### src/rtl/rv_pkg.sv
// Shared RV32I decode types: opcodes, ALU operations, immediate formats and
// the control bundle carried from decode into the ID/EX register.
package rv_pkg;

  localparam logic [6:0] OPC_LUI    = 7'b0110111;
  localparam logic [6:0] OPC_AUIPC  = 7'b0010111;
  localparam logic [6:0] OPC_JAL    = 7'b1101111;
  localparam logic [6:0] OPC_JALR   = 7'b1100111;
  localparam logic [6:0] OPC_BRANCH = 7'b1100011;
  localparam logic [6:0] OPC_LOAD   = 7'b0000011;
  localparam logic [6:0] OPC_STORE  = 7'b0100011;
  localparam logic [6:0] OPC_OP_IMM = 7'b0010011;
  localparam logic [6:0] OPC_OP     = 7'b0110011;
  localparam logic [6:0] OPC_FENCE  = 7'b0001111;
  localparam logic [6:0] OPC_SYSTEM = 7'b1110011;

  typedef enum logic [3:0] {
    ALU_ADD   = 4'd0,
    ALU_SUB   = 4'd1,
    ALU_SLL   = 4'd2,
    ALU_SLT   = 4'd3,
    ALU_SLTU  = 4'd4,
    ALU_XOR   = 4'd5,
    ALU_SRL   = 4'd6,
    ALU_SRA   = 4'd7,
    ALU_OR    = 4'd8,
    ALU_AND   = 4'd9,
    ALU_PASSB = 4'd10
  } alu_op_t;

  typedef enum logic [2:0] {
    IMM_I,
    IMM_S,
    IMM_B,
    IMM_U,
    IMM_J
  } imm_type_t;

  typedef struct packed {
    logic [31:0] imm;
    logic [4:0]  rd;
    logic        rd_we;
    alu_op_t     alu_op;
    logic        alu_src_imm;
    logic        alu_src_pc;
    logic [2:0]  funct3;
    logic        is_load;
    logic        is_store;
    logic        is_branch;
    logic        is_jal;
    logic        is_jalr;
    logic        illegal;
  } ctrl_t;

  typedef struct packed {
    logic [31:0] pc;
    logic [31:0] rs1;
    logic [31:0] rs2;
    ctrl_t       ctrl;
  } idex_t;

  function automatic logic [31:0] gen_imm(input logic [31:0] instr, input imm_type_t t);
    logic [31:0] imm;
    case (t)
      IMM_S:   imm = {{20{instr[31]}}, instr[31:25], instr[11:7]};
      IMM_B:   imm = {{19{instr[31]}}, instr[31], instr[7], instr[30:25], instr[11:8], 1'b0};
      IMM_U:   imm = {instr[31:12], 12'b0};
      IMM_J:   imm = {{11{instr[31]}}, instr[31], instr[19:12], instr[20], instr[30:21], 1'b0};
      default: imm = {{20{instr[31]}}, instr[31:20]};
    endcase
    return imm;
  endfunction

  // alt selects the funct7[5] variant (SUB / SRA) where one exists
  function automatic alu_op_t alu_from_funct3(input logic [2:0] f3, input logic alt);
    alu_op_t op;
    case (f3)
      3'b000:  op = alt ? ALU_SUB : ALU_ADD;
      3'b001:  op = ALU_SLL;
      3'b010:  op = ALU_SLT;
      3'b011:  op = ALU_SLTU;
      3'b100:  op = ALU_XOR;
      3'b101:  op = alt ? ALU_SRA : ALU_SRL;
      3'b110:  op = ALU_OR;
      default: op = ALU_AND;
    endcase
    return op;
  endfunction

endpackage

### src/rtl/rv_decoder.sv
// Combinational RV32I decoder: register addresses, read enables, immediate
// and the execute-stage control bundle, with illegal-instruction detection.
module rv_decoder
  import rv_pkg::*;
(
  input  logic [31:0] instr,
  output logic [4:0]  rs1_addr,
  output logic [4:0]  rs2_addr,
  output logic        r1_en,
  output logic        r2_en,
  output ctrl_t       ctrl
);

  logic [6:0] opcode;
  logic [6:0] funct7;
  logic [2:0] funct3;
  logic       legal;
  logic       writes;
  logic       imm_en;
  imm_type_t  imm_type;

  assign opcode   = instr[6:0];
  assign funct3   = instr[14:12];
  assign funct7   = instr[31:25];
  assign rs1_addr = instr[19:15];
  assign rs2_addr = instr[24:20];

  always_comb begin
    ctrl        = '0;
    ctrl.rd     = instr[11:7];
    ctrl.funct3 = funct3;
    ctrl.alu_op = ALU_ADD;
    r1_en       = 1'b0;
    r2_en       = 1'b0;
    legal       = 1'b1;
    writes      = 1'b0;
    imm_en      = 1'b0;
    imm_type    = IMM_I;

    case (opcode)
      OPC_LUI: begin
        imm_type = IMM_U; imm_en = 1'b1; writes = 1'b1;
        ctrl.alu_op = ALU_PASSB; ctrl.alu_src_imm = 1'b1;
      end
      OPC_AUIPC: begin
        imm_type = IMM_U; imm_en = 1'b1; writes = 1'b1;
        ctrl.alu_src_imm = 1'b1; ctrl.alu_src_pc = 1'b1;
      end
      OPC_JAL: begin
        imm_type = IMM_J; imm_en = 1'b1; writes = 1'b1;
        ctrl.is_jal = 1'b1; ctrl.alu_src_pc = 1'b1;
      end
      OPC_JALR: begin
        imm_type = IMM_I; imm_en = 1'b1; writes = 1'b1; r1_en = 1'b1;
        ctrl.is_jalr = 1'b1; ctrl.alu_src_pc = 1'b1;
      end
      OPC_BRANCH: begin
        imm_type = IMM_B; imm_en = 1'b1; r1_en = 1'b1; r2_en = 1'b1;
        ctrl.is_branch = 1'b1; ctrl.alu_op = ALU_SUB;
      end
      OPC_LOAD: begin
        imm_type = IMM_I; imm_en = 1'b1; writes = 1'b1; r1_en = 1'b1;
        ctrl.is_load = 1'b1; ctrl.alu_src_imm = 1'b1;
      end
      OPC_STORE: begin
        imm_type = IMM_S; imm_en = 1'b1; r1_en = 1'b1; r2_en = 1'b1;
        ctrl.is_store = 1'b1; ctrl.alu_src_imm = 1'b1;
      end
      OPC_OP_IMM: begin
        imm_type = IMM_I; imm_en = 1'b1; writes = 1'b1; r1_en = 1'b1;
        ctrl.alu_src_imm = 1'b1;
        // only the right shift reads imm[10] as an opcode bit
        ctrl.alu_op = alu_from_funct3(funct3, (funct3 == 3'b101) && instr[30]);
        if (funct3 == 3'b001 && funct7 != 7'b0000000)
          legal = 1'b0;
        if (funct3 == 3'b101 && funct7 != 7'b0000000 && funct7 != 7'b0100000)
          legal = 1'b0;
      end
      OPC_OP: begin
        writes = 1'b1; r1_en = 1'b1; r2_en = 1'b1;
        ctrl.alu_op = alu_from_funct3(funct3, instr[30]);
        if (!(funct7 == 7'b0000000 ||
              (funct7 == 7'b0100000 && (funct3 == 3'b000 || funct3 == 3'b101))))
          legal = 1'b0;
      end
      OPC_FENCE: begin
      end
      OPC_SYSTEM: legal = 1'b0;
      default:    legal = 1'b0;
    endcase

    ctrl.imm   = imm_en ? gen_imm(instr, imm_type) : '0;
    ctrl.rd_we = writes && (instr[11:7] != 5'd0);

    if (!legal) begin
      r1_en            = 1'b0;
      r2_en            = 1'b0;
      ctrl.rd_we       = 1'b0;
      ctrl.alu_op      = ALU_ADD;
      ctrl.alu_src_imm = 1'b0;
      ctrl.alu_src_pc  = 1'b0;
      ctrl.is_load     = 1'b0;
      ctrl.is_store    = 1'b0;
      ctrl.is_branch   = 1'b0;
      ctrl.is_jal      = 1'b0;
      ctrl.is_jalr     = 1'b0;
      ctrl.illegal     = 1'b1;
    end
  end

endmodule

### src/rtl/id_stage.sv
// RV32I decode stage: fetch handshake, register-file read request,
// load-use hazard bubble and the ID/EX pipeline register.
module id_stage
  import rv_pkg::*;
#(
  parameter int XLEN = 32
) (
  input  logic            clk,
  input  logic            rst,
  input  logic            if_valid,
  output logic            if_ready,
  input  logic [31:0]     if_instr,
  input  logic [XLEN-1:0] if_pc,
  input  logic            flush,
  output logic [4:0]      rf_rs1_addr,
  output logic [4:0]      rf_rs2_addr,
  output logic            rf_r1_en,
  output logic            rf_r2_en,
  input  logic [XLEN-1:0] rf_rs1,
  input  logic [XLEN-1:0] rf_rs2,
  input  logic            ex_ready,
  output logic            ex_valid,
  output logic [XLEN-1:0] ex_pc,
  output logic [XLEN-1:0] ex_rs1,
  output logic [XLEN-1:0] ex_rs2,
  output logic [XLEN-1:0] ex_imm,
  output logic [4:0]      ex_rd,
  output logic            ex_rd_we,
  output logic [3:0]      ex_alu_op,
  output logic            ex_alu_src_imm,
  output logic            ex_alu_src_pc,
  output logic [2:0]      ex_funct3,
  output logic            ex_is_load,
  output logic            ex_is_store,
  output logic            ex_is_branch,
  output logic            ex_is_jal,
  output logic            ex_is_jalr,
  output logic            ex_illegal
);

  logic  dec_r1_en;
  logic  dec_r2_en;
  ctrl_t dec_ctrl;

  idex_t ex_q, ex_d;
  logic  ex_valid_q, ex_valid_d;
  logic  adv;
  logic  hazard;

  rv_decoder u_dec (
    .instr    (if_instr),
    .rs1_addr (rf_rs1_addr),
    .rs2_addr (rf_rs2_addr),
    .r1_en    (dec_r1_en),
    .r2_en    (dec_r2_en),
    .ctrl     (dec_ctrl)
  );

  assign rf_r1_en = if_valid & dec_r1_en;
  assign rf_r2_en = if_valid & dec_r2_en;

  assign adv    = ex_ready | ~ex_valid_q;
  assign hazard = ex_valid_q & ex_q.ctrl.is_load & (ex_q.ctrl.rd != 5'd0) &
                  ((rf_r1_en & (rf_rs1_addr == ex_q.ctrl.rd)) |
                   (rf_r2_en & (rf_rs2_addr == ex_q.ctrl.rd)));
  assign if_ready = rst & adv & (~hazard | flush);

  // flush wins even under backpressure; a bubble leaves the payload untouched
  always_comb begin
    ex_d       = ex_q;
    ex_valid_d = ex_valid_q;
    if (flush) begin
      ex_valid_d = 1'b0;
    end else if (adv) begin
      if (hazard) begin
        ex_valid_d = 1'b0;
      end else begin
        ex_valid_d = if_valid;
        ex_d.pc    = if_pc;
        ex_d.rs1   = rf_rs1;
        ex_d.rs2   = rf_rs2;
        ex_d.ctrl  = dec_ctrl;
      end
    end
  end

  always_ff @(posedge clk) begin
    if (!rst) begin
      ex_q       <= '0;
      ex_valid_q <= 1'b0;
    end else begin
      ex_q       <= ex_d;
      ex_valid_q <= ex_valid_d;
    end
  end

  assign ex_valid       = ex_valid_q;
  assign ex_pc          = ex_q.pc;
  assign ex_rs1         = ex_q.rs1;
  assign ex_rs2         = ex_q.rs2;
  assign ex_imm         = ex_q.ctrl.imm;
  assign ex_rd          = ex_q.ctrl.rd;
  assign ex_rd_we       = ex_q.ctrl.rd_we;
  assign ex_alu_op      = ex_q.ctrl.alu_op;
  assign ex_alu_src_imm = ex_q.ctrl.alu_src_imm;
  assign ex_alu_src_pc  = ex_q.ctrl.alu_src_pc;
  assign ex_funct3      = ex_q.ctrl.funct3;
  assign ex_is_load     = ex_q.ctrl.is_load;
  assign ex_is_store    = ex_q.ctrl.is_store;
  assign ex_is_branch   = ex_q.ctrl.is_branch;
  assign ex_is_jal      = ex_q.ctrl.is_jal;
  assign ex_is_jalr     = ex_q.ctrl.is_jalr;
  assign ex_illegal     = ex_q.ctrl.illegal;

endmodule

### config.mk
export PLATFORM = sky130hd
export DESIGN_NAME = id_stage
export DESIGN_NICKNAME = d
export VERILOG_FILES = /design/src/rtl/rv_pkg.sv /design/src/rtl/rv_decoder.sv /design/src/rtl/id_stage.sv
export SDC_FILE = /design/constraint.sdc
export NUM_CORES = 1
export LEC_CHECK = 0
export BUFFER_PORTS_ARGS = -buffer_cell sky130_fd_sc_hd__buf_2
export CAP_MARGIN = 30
export CORE_MARGIN = 4
export CORE_UTILIZATION = 44
export CTS_CLUSTER_DIAMETER = 60
export CTS_CLUSTER_SIZE = 8
export DETAILED_ROUTE_END_ITERATION = 6
export MAX_ROUTING_LAYER = met4
export PLACE_DENSITY = 0.77
export SETUP_SLACK_MARGIN = 0.02
export SYNTH_ARGS = -nofsm -noshare
export SYNTH_HDL_FRONTEND = slang
export SYNTH_HIERARCHICAL = 1
export SYNTH_SLANG_ARGS = --single-unit
### constraint.sdc
create_clock -name clk -period 2.5 [get_ports clk]
set_input_delay 0.125 -clock clk [delete_from_list [all_inputs] [get_ports clk]]
set_output_delay 0.125 -clock clk [all_outputs]
set_load 0.03 [all_outputs]
==> impl_metrics.tcl <==
set metrics [dict create \
    status "finished clean" \
    hold_path.class "input pin to flip-flop" \
    cp.arrival_ps 2300 \
    io_buffers 295 \
    cts_tree "yes" \
    cts_setup_buffers 0 \
    grt_max_degree 107 \
    ant_nets 0 \
    drv_slew 0 \
    synth-seq-cells 150 \
    clkSinkCount 150 \
    first_pass_iters 6 \
    fin_crit_sh_pct 96.95 \
    dp_hpwl_mm 15.70 \
    power_density_nw_per_um2 611.6 \
    dieArea_um2 18220 \
    wl_mm 23.77 \
    root_buffer "clkbuf_16" \
    crit_fanout 3 \
    r2r_cells 7 \
    synth_area_um2 7096 \
    numCtsBuffers 17 \
    drv_cap 0 \
    gp_congestion 0.8844 \
    num_rows 46 \
    rsz0062_at_grt "yes" \
    yosysSeqAreaShare_pct 42.32 \
    ys_types 56 \
    drtIter0Drc 322 \
    path_clk_slew_ps 60 \
    drive_gt1_share_pct 33.20 \
    h-tree-depth 4 \
    peakVddDrop_uv 482.3 \
    ys.flop_type "dfxtp_1" \
    critPathCaptureType "output port" \
    syn-num-nets 948 \
    synth_area_leader_cell "dfxtp_1" \
    slew_headroom_pct 51.41 \
    antenna_found_initial 1 \
    coreArea_um2 15830 \
    die_w_um 135.0 \
    hold_depth 3 \
    worst_pin_slew_ps 728.9 \
    io_pins 296 \
    initial_core_util_pct 44.83 \
    worstSetupPathType "input pin to output port" \
    drc 0 \
    tns_ps 0 \
    critPathLaunchType "input pin" \
    synth_edf_count 0 \
    final_cell_mix "296 x nand2_1, 292 x buf_2, 150 x dfxtp_1, 143 x mux2i_1, 101 x dlygate4sd3_1" \
    routedWlPerCell_um 16.58 \
    syn_avg_cell_area_um2 8.706 \
    final_area_um2 10570 \
    final_common_cell "nand2_1" \
    first_global_vias 6985 \
    area_growth_pct 49.02 \
    via_per_inst 5.007 \
    fmax_mhz 412.6 \
    period_minus_slack_ps 2424 \
    setup_viol 0 \
    track_usage_pct 25.69 \
    vias 7180 \
    post_dp_cell_area_um2 8907 \
    async_flop_share_pct 0 \
    dieHeight_um 135.0 \
    grt_pass1_wl_mm 36.11 \
    nets 1337 \
    crit_required_ps 2380 \
    synth_top_area_share_pct 42.32 \
    yosys_warnings 6 \
    synthTopCellsByArea "dfxtp_1 42%, mux2i_1 20%, nand2_1 16%" \
    worstSkewPairLatency_ps 420 \
    globalRoute.totalOverflow 0 \
    syn_inst 815 \
    finalClockSkew_ps 10.09 \
    cts_buffer_depth 2 \
    hold_violations 0 \
    p_leak_uw 0.005305 \
]
flip-flops by register name (all words and copies together) (netlist names):
name and flops:
ex_alu_src_imm 1, ex_pc 32, ex_rs2 32, ex_rd 5, ex_valid 1, ex_rs1 32, ex_illegal 1, ex_imm 32
ex_is_jalr 1, ex_is_jal 1, ex_is_branch 1, ex_is_load 1, ex_rd_we 1, ex_alu_op 4, ex_alu_src_pc 1, ex_is_store 1
ex_funct3 3
logic make-up (layout without fill, tap and decap cells):
family / Yosys count / count (layout) / synth area share [%]
compound gates: 74 / 74 / 8.006
mux: 143 / 143 / 20.17
other cells: 0 / 1 / 0
flops: 150 / 150 / 42.32
simple gates: 355 / 355 / 21.25
buf+inv: 83 / 485 / 7.018
xor+xnor: 10 / 10 / 1.234
what timing repair did:
| action | CTS | global route |
|---|---|---|
| hold buffers | 101 | 0 |
| hold endpoints to repair | 101 | 0 |
| gates cloned | 0 | 0 |
| endpoints found under the setup margin | 1 | 1 |
| gates resized for setup | 4 | 4 |
| pin swaps | 1 | 0 |
stage by stage:
step | util (%) | setup WS, ps | hold slack (ps) | total power (uW) | std cells
2_1_floorplan | - | -14.34 | 267.2 | 3322 | 815
3_3_place_gp | 56.28 | -140.3 | 371.7 | 3655 | 1300
3_5_place_dp | 56.28 | -210.5 | 378.4 | 3669 | 1300
4_1_cts | 66.68 | 59.44 | 6.421 | 6489 | 1433
5_1_grt | 66.81 | -25.14 | 15.83 | 6702 | 1434
6_report | 66.81 | 76.25 | 26.08 | 6467 | 1434
worst max-delay path: stages:
cell and delay (ps):
buf_2 100, or4_4 570, a2111oi_4 260, o31ai_4 100
a21oi_2 130, and2_4 150, and4_1 230, a22oi_2 120
o311a_1 330, buf_4 170
cell usage after synthesis (all sizes together) (2+ instances only):
cell type  count
a21o          21
a21oi         14
a22o           5
a22oi          3
a32o           5
and2          11
and4           2
buf           40
clkbuf        39
dfxtp        150
inv            4
mux2i        143
nand2        296
nand2b         6
nand3b         3
nand4bb        2
nor2          11
nor3           4
nor3b          3
nor4           3
o21ai         10
o22ai          2
o311a          2
or2            3
or3b           2
or4            3
xnor2          2
xor2           8
metal layers:
layer / global-route usage, % / vias up / share of wire (%)
li1: - / 3481 / -
met1: 30.69 / 3314 / 42
met4: 10.13 / 0 / 2.7
met2: 42.02 / 329 / 48
met3: 6.148 / 56 / 7.3
met5: - / - / 0
final timing paths:
| path | startpoint | to | slack [ps] |
|---|---|---|---|
| setup / recovery | if_instr[27] | if_ready | 80 |
| hold / removal | ex_ready | ex_valid$_SDFFE_PP0N_ | 30 |
| setup reg to reg | ex_rd[0]$_SDFFE_PN0P_ | ex_pc[31]$_SDFFE_PN0P_ | 280 |
| hold reg to reg | ex_funct3[1]$_SDFFE_PN0P_ | ex_funct3[1]$_SDFFE_PN0P_ | 450 |
final cells by class:
class,count,area [um^2]
Antenna cell,1,2.502
Fill cell,1190,5254
Clock buffer,19,452.9
Timing Repair Buffer,449,3024
Tap cell,216,270.3
Clock inverter,13,167.7
Inverter,4,15.01
Sequential cell,150,3003
Multi-Input combinational cell,582,3638
report_power, final:
part / total [uW] / switching (uW) / internal [uW]
Combinational: 1190 / 691 / 496
Clock: 2700 / 1060 / 1630
Sequential: 2580 / 70.7 / 2510
Total: 6470 / 1830 / 4640
Note: power is estimated with default switching activity, not from simulation.
